File: config.mk
export PLATFORM = sky130hd
export DESIGN_NAME = pipe_hazard_ctrl
export DESIGN_NICKNAME = d
export VERILOG_FILES = /design/src/rtl/pipe_ctrl_pkg.sv /design/src/rtl/load_use_detect.sv /design/src/rtl/pipe_hazard_ctrl.sv
export SDC_FILE = /design/constraint.sdc
export NUM_CORES = 1
export LEC_CHECK = 0
export CAP_MARGIN = 20
export CORE_UTILIZATION = 34
export DETAILED_ROUTE_END_ITERATION = 16
export GPL_ROUTABILITY_DRIVEN = 0
export MAX_ROUTING_LAYER = met4
export PLACE_DENSITY = 0.76
export SYNTH_ARGS = -nofsm -noshare
export SYNTH_HDL_FRONTEND = slang
export SYNTH_SLANG_ARGS = --single-unit
File: constraint.sdc
create_clock -name clk -period 2.35 [get_ports clk]
set_input_delay 0.47 -clock clk [delete_from_list [all_inputs] [get_ports clk]]
set_output_delay 0.47 -clock clk [all_outputs]
set_load 0.005 [all_outputs]
File: src/rtl/pipe_ctrl_pkg.sv
// Shared types and constants for the pipeline hazard controller.
// State encoding is kept as plain constants so legacy tools can consume it.
package pipe_ctrl_pkg;

    localparam int unsigned REG_AW_DEF = 6;
    localparam int unsigned STATS_W    = 16;
    localparam int unsigned CNT_W      = 3;

    typedef logic [1:0] state_t;

    localparam state_t ST_RUN      = 2'd0;
    localparam state_t ST_FLUSH    = 2'd1;
    localparam state_t ST_STALL    = 2'd2;
    localparam state_t ST_MEM_WAIT = 2'd3;

    function automatic logic [STATS_W-1:0] sat_inc(input logic [STATS_W-1:0] v);
        return (&v) ? v : v + 1'b1;
    endfunction

endpackage

File: src/rtl/load_use_detect.sv
// Combinational load-use hazard comparator between the ID and EX stages.
module load_use_detect
    import pipe_ctrl_pkg::*;
#(
    parameter int unsigned REG_AW = REG_AW_DEF
) (
    input  logic [REG_AW-1:0] id_rs,
    input  logic [REG_AW-1:0] id_rt,
    input  logic              id_uses_rs,
    input  logic              id_uses_rt,
    input  logic              ex_mread,
    input  logic [REG_AW-1:0] ex_rd,
    output logic              load_use
);

    logic rs_hit;
    logic rt_hit;

    always_comb begin
        rs_hit   = id_uses_rs && (id_rs == ex_rd);
        rt_hit   = id_uses_rt && (id_rt == ex_rd);
        // Register 0 is hardwired, so a load into it never creates a hazard.
        load_use = ex_mread && (ex_rd != '0) && (rs_hit || rt_hit);
    end

endmodule

File: src/rtl/pipe_hazard_ctrl.sv
// Pipeline sequencing controller: branch flush, data-memory wait and load-use stall.
// Optional statistics counters are enabled with PIPE_CTRL_STATS_EN.
module pipe_hazard_ctrl
    import pipe_ctrl_pkg::*;
#(
    parameter int unsigned REG_AW       = REG_AW_DEF,
    parameter int unsigned FLUSH_CYCLES = 2,
    parameter int unsigned LU_STALL     = 1
) (
    input  logic               clk,
    input  logic               rst,
    input  logic [REG_AW-1:0]  id_rs,
    input  logic [REG_AW-1:0]  id_rt,
    input  logic               id_uses_rs,
    input  logic               id_uses_rt,
    input  logic               ex_mread,
    input  logic [REG_AW-1:0]  ex_rd,
    input  logic               br_taken,
    input  logic               mem_req,
    input  logic               mem_ready,
    output logic               pc_we,
    output logic               ifid_we,
    output logic               idex_we,
    output logic               ifid_flush,
    output logic               idex_bubble,
`ifdef PIPE_CTRL_STATS_EN
    output logic [STATS_W-1:0] stall_cycles,
    output logic [STATS_W-1:0] flush_events,
    output logic [STATS_W-1:0] mem_wait_cycles,
`endif
    output logic               busy
);

    localparam logic [CNT_W-1:0] FLUSH_INIT = CNT_W'(FLUSH_CYCLES - 1);
    localparam logic [CNT_W-1:0] STALL_INIT = CNT_W'(LU_STALL - 1);

    state_t           state_q, state_d;
    logic [CNT_W-1:0] cnt_q, cnt_d;
    logic             load_use;
    logic             run_eval;
    logic             br_accept;

    load_use_detect #(
        .REG_AW (REG_AW)
    ) u_load_use_detect (
        .id_rs      (id_rs),
        .id_rt      (id_rt),
        .id_uses_rs (id_uses_rs),
        .id_uses_rt (id_uses_rt),
        .ex_mread   (ex_mread),
        .ex_rd      (ex_rd),
        .load_use   (load_use)
    );

    always_comb begin
        pc_we       = 1'b1;
        ifid_we     = 1'b1;
        idex_we     = 1'b1;
        ifid_flush  = 1'b0;
        idex_bubble = 1'b0;
        state_d     = state_q;
        cnt_d       = cnt_q;
        run_eval    = 1'b0;
        br_accept   = 1'b0;

        case (state_q)
            ST_RUN: run_eval = 1'b1;
            ST_FLUSH: begin
                ifid_flush  = 1'b1;
                idex_bubble = 1'b1;
                cnt_d       = cnt_q - 3'd1;
                if (cnt_q <= 3'd1) state_d = ST_RUN;
            end
            ST_STALL: begin
                if (br_taken) begin
                    run_eval = 1'b1;
                end else begin
                    pc_we       = 1'b0;
                    ifid_we     = 1'b0;
                    idex_bubble = 1'b1;
                    cnt_d       = cnt_q - 3'd1;
                    if (cnt_q <= 3'd1) state_d = ST_RUN;
                end
            end
            ST_MEM_WAIT: begin
                // EX is frozen, so a held branch is only acted on once memory completes.
                if (mem_ready) begin
                    run_eval = 1'b1;
                end else begin
                    pc_we   = 1'b0;
                    ifid_we = 1'b0;
                    idex_we = 1'b0;
                end
            end
            default: state_d = ST_RUN;
        endcase

        if (run_eval) begin
            if (br_taken) begin
                ifid_flush  = 1'b1;
                idex_bubble = 1'b1;
                br_accept   = 1'b1;
                if (FLUSH_CYCLES > 1) begin
                    state_d = ST_FLUSH;
                    cnt_d   = FLUSH_INIT;
                end else begin
                    state_d = ST_RUN;
                    cnt_d   = '0;
                end
            end else if (mem_req && !mem_ready) begin
                pc_we   = 1'b0;
                ifid_we = 1'b0;
                idex_we = 1'b0;
                state_d = ST_MEM_WAIT;
            end else if (load_use) begin
                pc_we       = 1'b0;
                ifid_we     = 1'b0;
                idex_bubble = 1'b1;
                if (LU_STALL > 1) begin
                    state_d = ST_STALL;
                    cnt_d   = STALL_INIT;
                end else begin
                    state_d = ST_RUN;
                    cnt_d   = '0;
                end
            end else begin
                state_d = ST_RUN;
            end
        end

        // Reset loads NOPs into both buffers while holding the PC.
        if (rst) begin
            pc_we       = 1'b0;
            ifid_we     = 1'b0;
            idex_we     = 1'b0;
            ifid_flush  = 1'b1;
            idex_bubble = 1'b1;
            br_accept   = 1'b0;
        end

        busy = (state_q != ST_RUN);
    end

    always_ff @(posedge clk) begin
        if (rst) begin
            state_q <= ST_RUN;
            cnt_q   <= '0;
        end else begin
            state_q <= state_d;
            cnt_q   <= cnt_d;
        end
    end

`ifdef PIPE_CTRL_STATS_EN
    always_ff @(posedge clk) begin
        if (rst) begin
            stall_cycles    <= '0;
            flush_events    <= '0;
            mem_wait_cycles <= '0;
        end else begin
            if (!pc_we) stall_cycles <= sat_inc(stall_cycles);
            if (br_accept) flush_events <= sat_inc(flush_events);
            if (state_q == ST_MEM_WAIT) mem_wait_cycles <= sat_inc(mem_wait_cycles);
        end
    end
`endif

endmodule
Word-level counts from Yosys, hierarchy flattened
Index checks and enable logic that the tools add are counted.
{"block": "op_classes", "n_addsub": 1, "n_lt_le_gt_ge": 1, "n_eq_ne": 6, "n_mux": 37, "n_reduce_logical": 12}
{"op": "$mux 1", "count": 22}
{"op": "$mux 3", "count": 5}
{"op": "$eq 6x6->1", "count": 2}
{"op": "$mux 2", "count": 5}
{"op": "$pmux 3 s2", "count": 1}
{"op": "$reduce_bool 6->1", "count": 1}
{"op": "$logic_and 1x1->1", "count": 5}
{"op": "$eq 2x2->1 const B", "count": 2}
{"op": "$pmux 1 s2", "count": 2}
{"op": "$pmux 2 s2", "count": 1}
{"op": "$le 3x1->1 const B", "count": 1}
{"op": "$ne 3x3->1 const B", "count": 1}
{"op": "$pmux 1 s3", "count": 1}
{"op": "$reduce_bool 3->1", "count": 1}
{"op": "$sub 3x1->3 const B", "count": 1}
{"op": "$eq 2x1->1 const B", "count": 1}
{"op": "$logic_not 2->1", "count": 1}
{"op": "$reduce_and 2->1", "count": 1}
{"op": "$reduce_bool 2->1", "count": 1}
{"op": "$logic_not 1->1", "count": 1}
{"op": "$logic_or 1x1->1", "count": 1}
{"block": "word_totals", "ff_bits": 5, "input_bits": 26, "out_inout_bits": 6, "wordCells": 59}

Logic depth before layout (Yosys ltp)
Gate-level depths: netlist of run 1.
{"block": "logic_depth", "word_depth": 9, "depth_mapped": 8, "ltp_nobuf": 6}

Modules after synthesis
From an unflattened synthesis of run 1, not the netlist that was laid out.
{"block": "hier_totals", "cells_unflattened": 82, "hier_area_um2": 659.4}
{"mod": "pipe_hazard_ctrl", "n_inst": 1, "cells_per_inst": 63, "area_each_um2": 506.7, "seq_area_each_um2": 100.1}
{"mod": "load_use_detect", "n_inst": 1, "cells_per_inst": 19, "area_each_um2": 152.6, "seq_area_each_um2": 0.0}

Worst setup path before layout of run 1
OpenSTA, ideal clock, no wires.
{"block": "synth_path", "path_type": "register -> output", "startpoint": "reg state_q[0]", "endpoint": "out pc_we", "arrival_ps": 1701, "t_required_ps": 1880, "setup_slack_ps": 179, "path_stages_with_launch": 9, "n_path_buf": 2, "path_cell_list": "dfxtp_1 -> inv_1 -> ha_1 -> clkbuf_1 -> a22o_1 -> o21ai_4 -> nor3_1 -> a21boi_1 -> buf_4"}
{"block": "synth_between", "elab_chain_len": 7, "word_cells_on_any_way": 10, "classes_between": "2 x eq/ne; 7 x mux; 1 x reduce/logical"}
{"element": "start, declared", "line": "pipe_hazard_ctrl.sv:37", "rtl": "state_t state_q, state_d;"}
{"element": "start signal, assigned", "line": "pipe_hazard_ctrl.sv:149", "rtl": "state_q <= state_d;"}
{"element": "$eq 2x2->1"}
{"element": "$pmux 1 s2"}
{"element": "$mux 1 (3 in a row)"}
{"element": "$mux 1 * (2 in a row)"}
{"element": "end, declared", "line": "pipe_hazard_ctrl.sv:21", "rtl": "output logic pc_we,"}
Every way passes the cells marked *; elsewhere a longest branch is shown, timed or not.

Worst setup path in the final report of run 1
{"block": "layout_path", "startpoint": "in ex_rd[2]", "endpoint": "out idex_bubble"}
{"block": "layout_between", "elab_chain_len": 9, "word_cells_on_any_way": 13, "classes_between": "2 x eq/ne; 5 x mux; 6 x reduce/logical"}
{"element": "start, declared", "line": "pipe_hazard_ctrl.sv:17", "rtl": "input logic [REG_AW-1:0] ex_rd,"}
{"element": "$eq 6x6->1, on equally long branches", "line": "load_use_detect.sv:20, load_use_detect.sv:21"}
{"element": "$logic_and 1x1->1, on equally long branches", "line": "load_use_detect.sv:20, load_use_detect.sv:21"}
{"element": "$logic_or 1x1->1", "line": "load_use_detect.sv:23", "rtl": "load_use = ex_mread && (ex_rd != '0) && (rs_hit || rt_hit);"}
{"element": "$logic_and 1x1->1 *", "line": "load_use_detect.sv:23"}
{"element": "$mux 1 *", "line": "pipe_hazard_ctrl.sv:115", "rtl": "end else if (load_use) begin"}
{"element": "$mux 1 *", "line": "pipe_hazard_ctrl.sv:110", "rtl": "end else if (mem_req && !mem_ready) begin"}
{"element": "$mux 1 *", "line": "pipe_hazard_ctrl.sv:99", "rtl": "if (br_taken) begin"}
{"element": "$mux 1 *", "line": "pipe_hazard_ctrl.sv:98", "rtl": "if (run_eval) begin"}
{"element": "$mux 1 *", "line": "pipe_hazard_ctrl.sv:132", "rtl": "if (rst) begin"}
{"element": "end, declared", "line": "pipe_hazard_ctrl.sv:25", "rtl": "output logic idex_bubble,"}
Marks and branches as above.

==> results of run 1 <==
area by class of cell:
cell class                      count  area (µm²)  area share, %
Clock buffer                        4        26.3           2.17
Tap cell                           25        31.3           2.58
Timing Repair Buffer               53         458           37.8
Sequential cell                     5         103           8.47
Inverter                            7        26.3           2.17
Multi-Input combinational cell     70         567           46.8
through the flow:
step / instances / util, % / hold WS [ps] / power [W]
finish: 164 / 67.2 / 615 / 0.000428
global route: 164 / 67.2 / 663 / 0.000453
global placement: 157 / 63.9 / 598 / 0.000314
CTS: 164 / 65.6 / 597 / 0.000427
detailed placement: 157 / 63.9 / 591 / 0.000320
floorplan: 85 / - / 518 / 0.000203
cell families after synthesis:
kind of cell	synth area share, %
buffers and inverters	6.06
XOR/XNOR	15.4
adder cells (fa/ha/maj)	11.0
AND/OR/NAND/NOR	24.0
AO/OA/AOI/OAI	28.8
flip-flops	14.7
flip-flops by register name (all words and copies together) (netlist names):
register	flops
state_q	2
cnt_q	3
power breakdown:
part | switching (W) | internal (W) | leakage, nW
Clock | 0.0000411 | 0.0000645 | 0.0150
Combinational | 0.0000925 | 0.000129 | 0.455
Sequential | 0.00000820 | 0.0000927 | 0.0417
repair_timing:
| action | CTS | global route |
|---|---|---|
| pin swaps | 5 | 2 |
| setup endpoints to repair | 5 | 5 |
| gates resized for setup | 34 | 12 |
| setup buffers | 3 | 0 |
worst max-delay path, delay by kind of cell:
family	cells	cell delay (ps)
buffers and inverters	3	350
AOI/OAI and AO/OA	2	460
and+or+nand+nor	2	580
routing by layer:
layer	routed length, µm	track usage (%)
met5	0	-
met4	34	11.4
met3	100	3.08
met2	1090	38.3
met1	809	21.2
cell usage in the layout (no fill, tap or decap), types with 2 or more instances in the layout:
cell | synthesis | final
sky130_fd_sc_hd__dlymetal6s2s_1 | 0 | 2
sky130_fd_sc_hd__nand2b_1 | 3 | 3
sky130_fd_sc_hd__nand4_1 | 2 | 2
sky130_fd_sc_hd__buf_6 | 0 | 3
sky130_fd_sc_hd__buf_2 | 0 | 4
sky130_fd_sc_hd__nor3_1 | 3 | 3
sky130_fd_sc_hd__dlygate4sd2_1 | 0 | 3
sky130_fd_sc_hd__nor2b_1 | 2 | 2
sky130_fd_sc_hd__dfxtp_1 | 5 | 3
sky130_fd_sc_hd__buf_4 | 1 | 21
sky130_fd_sc_hd__nand3_1 | 5 | 5
sky130_fd_sc_hd__a31oi_1 | 2 | 2
sky130_fd_sc_hd__ha_1 | 6 | 4
sky130_fd_sc_hd__inv_1 | 7 | 6
sky130_fd_sc_hd__ha_2 | 0 | 2
sky130_fd_sc_hd__a21oi_1 | 2 | 2
sky130_fd_sc_hd__nand2_1 | 3 | 3
sky130_fd_sc_hd__clkdlybuf4s50_1 | 0 | 18
sky130_fd_sc_hd__clkbuf_4 | 0 | 3
sky130_fd_sc_hd__xnor2_1 | 12 | 12
sky130_fd_sc_hd__nor2_1 | 5 | 5
sky130_fd_sc_hd__dfxtp_2 | 0 | 2
sky130_fd_sc_hd__o22ai_1 | 2 | 2
worst min-delay path by stage:
stage	from	end	slack (ps)	cells after the start
final	cnt_q[1]$_SDFF_PP0_	cnt_q[1]$_SDFF_PP0_	620	2
after floorplan	state_q[0]$_SDFFE_PP0P_	state_q[0]$_SDFFE_PP0P_	520	2
after global placement	cnt_q[1]$_SDFF_PP0_	cnt_q[1]$_SDFF_PP0_	600	2
after global routing	state_q[0]$_SDFFE_PP0P_	state_q[0]$_SDFFE_PP0P_	660	3
after detailed placement	cnt_q[1]$_SDFF_PP0_	cnt_q[1]$_SDFF_PP0_	590	2
after CTS	cnt_q[1]$_SDFF_PP0_	cnt_q[1]$_SDFF_PP0_	600	2
==> results.md, run 1 <==
- The run finished with clean final reports.
- The tightest slew margin relative to the limit is 77.7%.
- Of the cells placed in the final design, the portion with a size suffix greater than 1 is 30.9%.
- The height of the chip is 46.8 µm.
- The root cell of the clock tree is sky130_fd_sc_hd__clkbuf_4.
- STA classifies the critical path startpoint as a primary input.
- The detailed placer's ending HPWL is 1650 µm.
- The number of cells on the worst reg-to-reg path is 6.
- Setup repair after global routing could not meet its margin everywhere.
- The floorplan has 15 rows.
- The largest individual stage delay along the critical path comes from the cell sky130_fd_sc_hd__or4_4.
- The placeable core region is 0.00180 mm².
- The detailed-route wire length is 2040 µm.
- The critical path's most frequent cell is sky130_fd_sc_hd__buf_6.
- The worst setup timing slack at the placement stage is -654 ps.
- The commonest cells after synthesis are sky130_fd_sc_hd__xnor2_1, sky130_fd_sc_hd__inv_1, sky130_fd_sc_hd__ha_1.
- In this run the cell area measured after placement is 0.00115 mm².
- The final max-slew violation count is 0.
- The total of hold buffers inserted after clock tree synthesis is 0.
- The capturing element of the worst setup path is idex_bubble.
- The number of top-level pins is 32.
- The delay contributed by the slowest stage of the critical path is 540 ps.
- The antenna diode instance count is 0.
- Once routing completed, OpenROAD measured the worst setup slack at 19.4 ps.
- The die is 46.8 µm wide.
- The required time of the worst setup path is 1880 ps.
- In this run, synthesis inferred 0 flip-flops with an integrated enable.
- Setup violations remaining at the end of the flow were counted as 0.
- After routing the design area is 0.00121 mm².
- The cell accounting for the most synthesized area is sky130_fd_sc_hd__xnor2_1.
- The post-synth design cell area is 682 µm².
- The number of max-cap violations is 0.
- The worst setup path is captured at a primary output.
- In the final timing run, aggregate negative setup slack is 0 ps.
- The number of design rule violations left after detail routing is 0.
- Summing over every cut layer, the via total after detailed routing is 827.
- The clock passes through at most 2 buffers.
- The insertion delay of the later-clocked pin in the worst-skew pair is 250 ps.
- The most used flip-flop cell after synthesis is sky130_fd_sc_hd__dfxtp_1.
- The pin count of the biggest net entering global routing is 11.
- Traced cell by cell, the critical path runs through buf_6 -> or4_4 -> o31ai_4 -> buf_6 -> nor3_4 -> a211o_1 -> buf_2.
- The maximum fanout along the worst path is 2.
- The share of the clock period used by the worst path after layout is 99.2%.
- The power density over the cells is 353 mW/mm².
- The global route total overflow is 0.
- The remaining antenna violation count is 0.
- The number of vias per cell is 5.04.
- The most common cell in the synthesized netlist is sky130_fd_sc_hd__xnor2_1.
- The global-route wire length before repair is 3090 µm.
- Across the VDD grid, the largest voltage drop is 0.000176 V.
- The number of design-rule violations left by the first detailed-router iteration is 12.
- Fill cells in the final layout number 166.
- The total of warnings raised by yosys is 0.
- The startpoint of the worst setup timing path is ex_rd[2].
- The launching point of the worst reg2reg path is state_q[1]$_SDFFE_PP0P_.
- TritonCTS built the clock tree.
- The standby leakage power is 0.512 nW.
- The proportion of synthesized flip-flops having asynchronous set or reset is 0%.
- The classification of the worst setup path is primary input to primary output.
- The actual slew at the worst max-slew pin is 335 ps.
- Across the routed clock network, the largest skew measured is 6.90 ps.
- Counting every net in the synthesized netlist gives 117.
- The number of buffer cells added on primary ports is 31.
- In this run, CTS created clock tree buffers numbering 3.
- Static timing analysis puts the maximum clock frequency at 429 MHz.
- Counting distinct cell types in the post-synthesis netlist gives 39.
- The synthesis-to-layout area growth is 77.6%.
- The overall fraction of global-route tracks in use is 21.0%.
- The number of global-route vias before repair is 769.
- The worst-case register-to-register setup slack is 670 ps.
- After the last flow step, the layout net total stands at 172.
- The number of antenna violations at the first check in global routing is 0.
- The number of levels the H-tree was split into is 1.
- The effective utilization at floorplan is 37.8%.
- The wire length per cell is 12.4 µm.
- The average cell area after synthesis is 8.02 µm².
- The clock net in this run drives a total of 5 sinks.
- The reg-to-reg critical path endpoint is cnt_q[2]$_SDFF_PP0_.
- In this run the biggest area consumer among cell types represents 15.4% of the synthesized area.
- By area the synthesized netlist is led by sky130_fd_sc_hd__xnor2_1, sky130_fd_sc_hd__dfxtp_1, sky130_fd_sc_hd__ha_1, sky130_fd_sc_hd__inv_1, sky130_fd_sc_hd__nand3_1.
- For the worst setup path, the data arrival time is 1860 ps.
- The final hold violation count is 0.
- The worst hold path belongs to the class flip-flop to flip-flop.
- Clock-pin slew was measured on the worst setup and hold paths at 40 ps.
- The final critical-path required period is 2330 ps.
- The total of flip-flops plus latches after synthesis is 5.
- The area enclosed by the die boundary is 0.00219 mm².
- The detailed-router iteration count before antenna repair is 4.
- Sequential cells were found to cover 14.7% of the synthesized design area.
- The post-synthesis instance total is 85.
Power figures use the tool's default switching activity.
==> run 2: changes to the inputs <==
PLACE_DENSITY = 0.77   (was 0.76)
SYNTH_HIERARCHICAL = 1   (was unset)
==> results.md, run 2 <==
- Setup repair after global routing could not meet its margin everywhere.
- The insertion delay of the later-clocked pin in the worst-skew pair came to 250 ps (about the same).
- The count of endpoints failing setup in the final report is 4 (+4).
- The largest voltage drop on the vdd net is 0.000331 V (+89%).
- The number of flip-flops under the largest register name is 3 (unchanged).
- The detailed-route wire length is 2370 µm (+16%).
- The detailed-router iteration count before antenna repair is 4 (unchanged).
- The maximum fanout along the worst path is 3 (+1).
- The number of antenna violations at the first check in global routing is 0 (unchanged).
- The number of distinct library cell variants in the gate-level netlist after synthesis is 36 (-7.7%).
- The power density over the cells is 373 mW/mm² (+5.7%).
- The root cell of the clock tree is sky130_fd_sc_hd__clkbuf_4.
- The number of CTS-inserted buffers came to 3 (unchanged).
- The global-route wire length before repair was 3210 µm (+3.8%).
- The total of warnings raised by yosys is 6 (+6).
- The area enclosed by the die boundary is 0.00212 mm² (-3.2%).
- The number of vias per cell is 5.33 (+5.6%).
- The sink count of the clock tree is 5 (unchanged).
- The largest total area in the synthesized netlist belongs to sky130_fd_sc_hd__dfxtp_1.
- The share of the synthesized area in the top cell type is 15.2% (-0.23 points).
- In the post-synthesis netlist, the biggest area contributors are sky130_fd_sc_hd__dfxtp_1, sky130_fd_sc_hd__ha_1, sky130_fd_sc_hd__xnor2_1, sky130_fd_sc_hd__xor2_1, sky130_fd_sc_hd__inv_1.
- The total of hold buffers inserted after clock tree synthesis is 0 (unchanged).
- The total via count after detailed routing came to 815 (-1.5%).
- The average cell area after synthesis is 8.04 µm² (+0.23%).
- The standby leakage power is 0.534 nW (+4.4%).
- The tightest slew margin relative to the limit is 78.7% (+1.1 points).
- The required time of the worst setup path is 1880 ps (about the same).
- The wire length per cell is 15.5 µm (+25%).
- The clock-pin slew on the worst setup and hold paths was 40 ps (about the same).
- The aggregate negative setup slack is -524 ps (-524 ps).
- The number of nets at the end of the flow is 161 (-6.4%).
- The final critical-path required period came to 2540 ps (+209 ps).
- The most used flip-flop cell after synthesis is sky130_fd_sc_hd__dfxtp_1.
- The achievable frequency came to 394 MHz (-8.2%).
- The total nets after synthesis is 114 (-2.6%).
- The height of the chip is 46.0 µm (-1.6%).
- The sequential area share after synthesis is 15.2% (+0.50 points).
- The arrival time at the worst endpoint was 2070 ps (+210 ps).
- The library cell used most frequently in the layout, excluding fill and tap cells, is sky130_fd_sc_hd__buf_4.
- The number of buffer cells added on primary ports is 31 (unchanged).
- The final standard cell utilization of the core came to 67.6% (+0.37 points).
- The total of flip-flops plus latches after synthesis came to 5 (unchanged).
- The checks that failed: negative setup slack.
- The startpoint identified for the worst register-to-register timing path is state_q[1]$_SDFFE_PP0P_.
- The number of design-rule violations left by the first detailed-router iteration is 30 (+18).
- The detailed placer's ending HPWL came to 1540 µm (-6.5%).
- The register with the most flip-flops in the final layout is cnt_q.
- The largest registers in the layout are cnt_q x3, state_q x2.
- The synthesis-to-layout area growth is 80.8%.
- The number of global-route vias before repair is 751 (-2.3%).
- The most critical setup path has its startpoint at ex_rd[4].
- STA classifies the critical path startpoint as a primary input.
- The post-synthesis instance total is 82 (-3.5%).
- The fraction of final layout cells with drive strength greater than 1 came to 42.2% (+11 points).
- The share of the clock period used by the worst path after layout is 108% (+8.9 points).
- The largest buffer count on any clock path is 2 (unchanged).
- The remaining antenna violation count is 0 (unchanged).
- The placeable core region is 0.00176 mm² (-2.1%).
- The most common cell in the synthesized netlist is sky130_fd_sc_hd__inv_1.
- The number of levels the H-tree was split into was 1 (unchanged).
- The flow ran to the end, but the final reports show violations.
- STA classifies the critical path endpoint as a primary output.
- The proportion of synthesized flip-flops having asynchronous set or reset is 0% (unchanged).
- The actual slew at the worst max-slew pin came to 316 ps (-18.6 ps).
- The antenna diode instance count is 0 (unchanged).
- The number of placement rows is 15 (unchanged).
- The final hold violation count is 0 (unchanged).
- By count the netlist is led by sky130_fd_sc_hd__inv_1, sky130_fd_sc_hd__ha_1, sky130_fd_sc_hd__xnor2_1, sky130_fd_sc_hd__xor2_1.
- The number of design rule violations left after detail routing is 0 (unchanged).
- The classification of the worst setup path is primary input to primary output.
- The final max-slew violation count came to 0 (unchanged).
- In the layout the commonest cells are sky130_fd_sc_hd__buf_4, sky130_fd_sc_hd__inv_1, sky130_fd_sc_hd__buf_2, sky130_fd_sc_hd__dlygate4sd2_1.
- The number of max-cap violations is 0 (unchanged).
- The pin count of the biggest net entering global routing was 9 (-2).
- The worst hold path class is flip-flop to flip-flop.
- The final setup slack of the worst path is -190 ps (-209 ps).
- The overall die width is 46.0 µm (-1.6%).
- The effective utilization at floorplan came to 37.4% (-0.47 points).
- The number of enable flip-flop cells after synthesis is 0 (unchanged).
- TritonCTS built the clock tree.
- The setup skew after layout was 2.48 ps (-4.41 ps).
- The start point of the worst min-delay path is cnt_q[1]$_SDFF_PP0_.
- The number of top-level pins is 32 (unchanged).
- The overall fraction of global-route tracks in use came to 22.5% (+1.5 points).
- The global route total overflow is 0 (unchanged).
- The post-synth design cell area is 659 µm² (-3.3%).
==> run 2: cell count changes after synthesis, moves of 2 or more <==
cell,change
sky130_fd_sc_hd__nand3_1,-5
sky130_fd_sc_hd__o22ai_1,-2
sky130_fd_sc_hd__nor3_1,-2
sky130_fd_sc_hd__or4_1,+3
sky130_fd_sc_hd__a21oi_1,+2
sky130_fd_sc_hd__nand2b_1,-2
sky130_fd_sc_hd__a21o_1,+3
sky130_fd_sc_hd__xnor2_1,-6
sky130_fd_sc_hd__xor2_1,+6
sky130_fd_sc_hd__inv_1,+3
sky130_fd_sc_hd__clkbuf_1,-2
==> run 2: logic make-up (layout without fill, tap and decap cells) <==
| logic type | after synthesis | count (layout) | share of synthesized area [%] |
|---|---|---|---|
| buffers and inverters | 12 | 58 | 8.54 |
| DFF | 5 | 5 | 15.2 |
| muxes | 1 | 1 | 2.09 |
| xor gates and xnor gates | 12 | 12 | 15.9 |
| AOI/OAI and AO/OA | 22 | 22 | 25.2 |
| adders and majority gates | 6 | 6 | 11.4 |
| and+or+nand+nor | 24 | 24 | 21.6 |
==> run 2: power by group <==
part           internal (W)  switching, W
logic              0.000126      0.000112
clock network     0.0000645     0.0000396
registers         0.0000940    0.00000829
total              0.000285      0.000160
==> run 2: repair_timing <==
action                                  4_1_cts  5_1_grt
resized for setup                            83       19
endpoints found under the hold margin         0        0
pin swaps                                    15       14
endpoints found under the setup margin        5        5
setup buffers                                 1        2
==> run 2: path summary, 6_finish.rpt <==
path	endpoint	slack (ps)	cells past startpoint
worst max-delay path	idex_bubble	-190	10
worst min-delay path	cnt_q[1]$_SDFF_PP0_	470	2
worst max register to register	cnt_q[0]$_SDFF_PP0_	680	7
worst min register to register	cnt_q[1]$_SDFF_PP0_	470	2
==> run 2: cell type report <==
| cell class | instances | area (µm²) |
|---|---|---|
| clock buffers | 4 | 26.3 |
| fillers | 161 | 572 |
| inverters | 10 | 37.5 |
| multi-input cells | 65 | 626 |
| flip-flops and latches | 5 | 103 |
| well taps | 25 | 31.3 |
| repair buffers | 44 | 369 |
==> run 2: worst max-delay path: stages <==
cell	delay, ps
sky130_fd_sc_hd__buf_8	100
sky130_fd_sc_hd__buf_4	130
sky130_fd_sc_hd__xnor2_2	130
sky130_fd_sc_hd__nand4_1	120
sky130_fd_sc_hd__or4_4	460
sky130_fd_sc_hd__a21oi_4	200
sky130_fd_sc_hd__a21o_1	130
sky130_fd_sc_hd__a21o_1	130
sky130_fd_sc_hd__nand2b_1	100
sky130_fd_sc_hd__buf_2	110
==> run 2: metrics by stage <==
stage,setup slack [ps],cells,hold WS [ps],cell area [µm²],total power [W]
finish,-190,153,474,1190,0.000445
global route,-235,153,514,1190,0.000468
CTS,-175,151,477,1090,0.000419
detailed placement,-922,146,471,1060,0.000313
global placement,-909,146,457,1060,0.000307
floorplan,35.4,82,445,659,0.000205
==> run 2: layer usage <==
metal  part of all wire [%]  wire length, µm  vias up  global-route usage [%]
li1                       -                -      379                       -
met1                     40              950      397                    25.6
met2                     51             1210       29                    37.2
met3                    5.7              134       10                    5.95
met4                    2.9               69        0                    8.82
met5                      0                0        -                       -
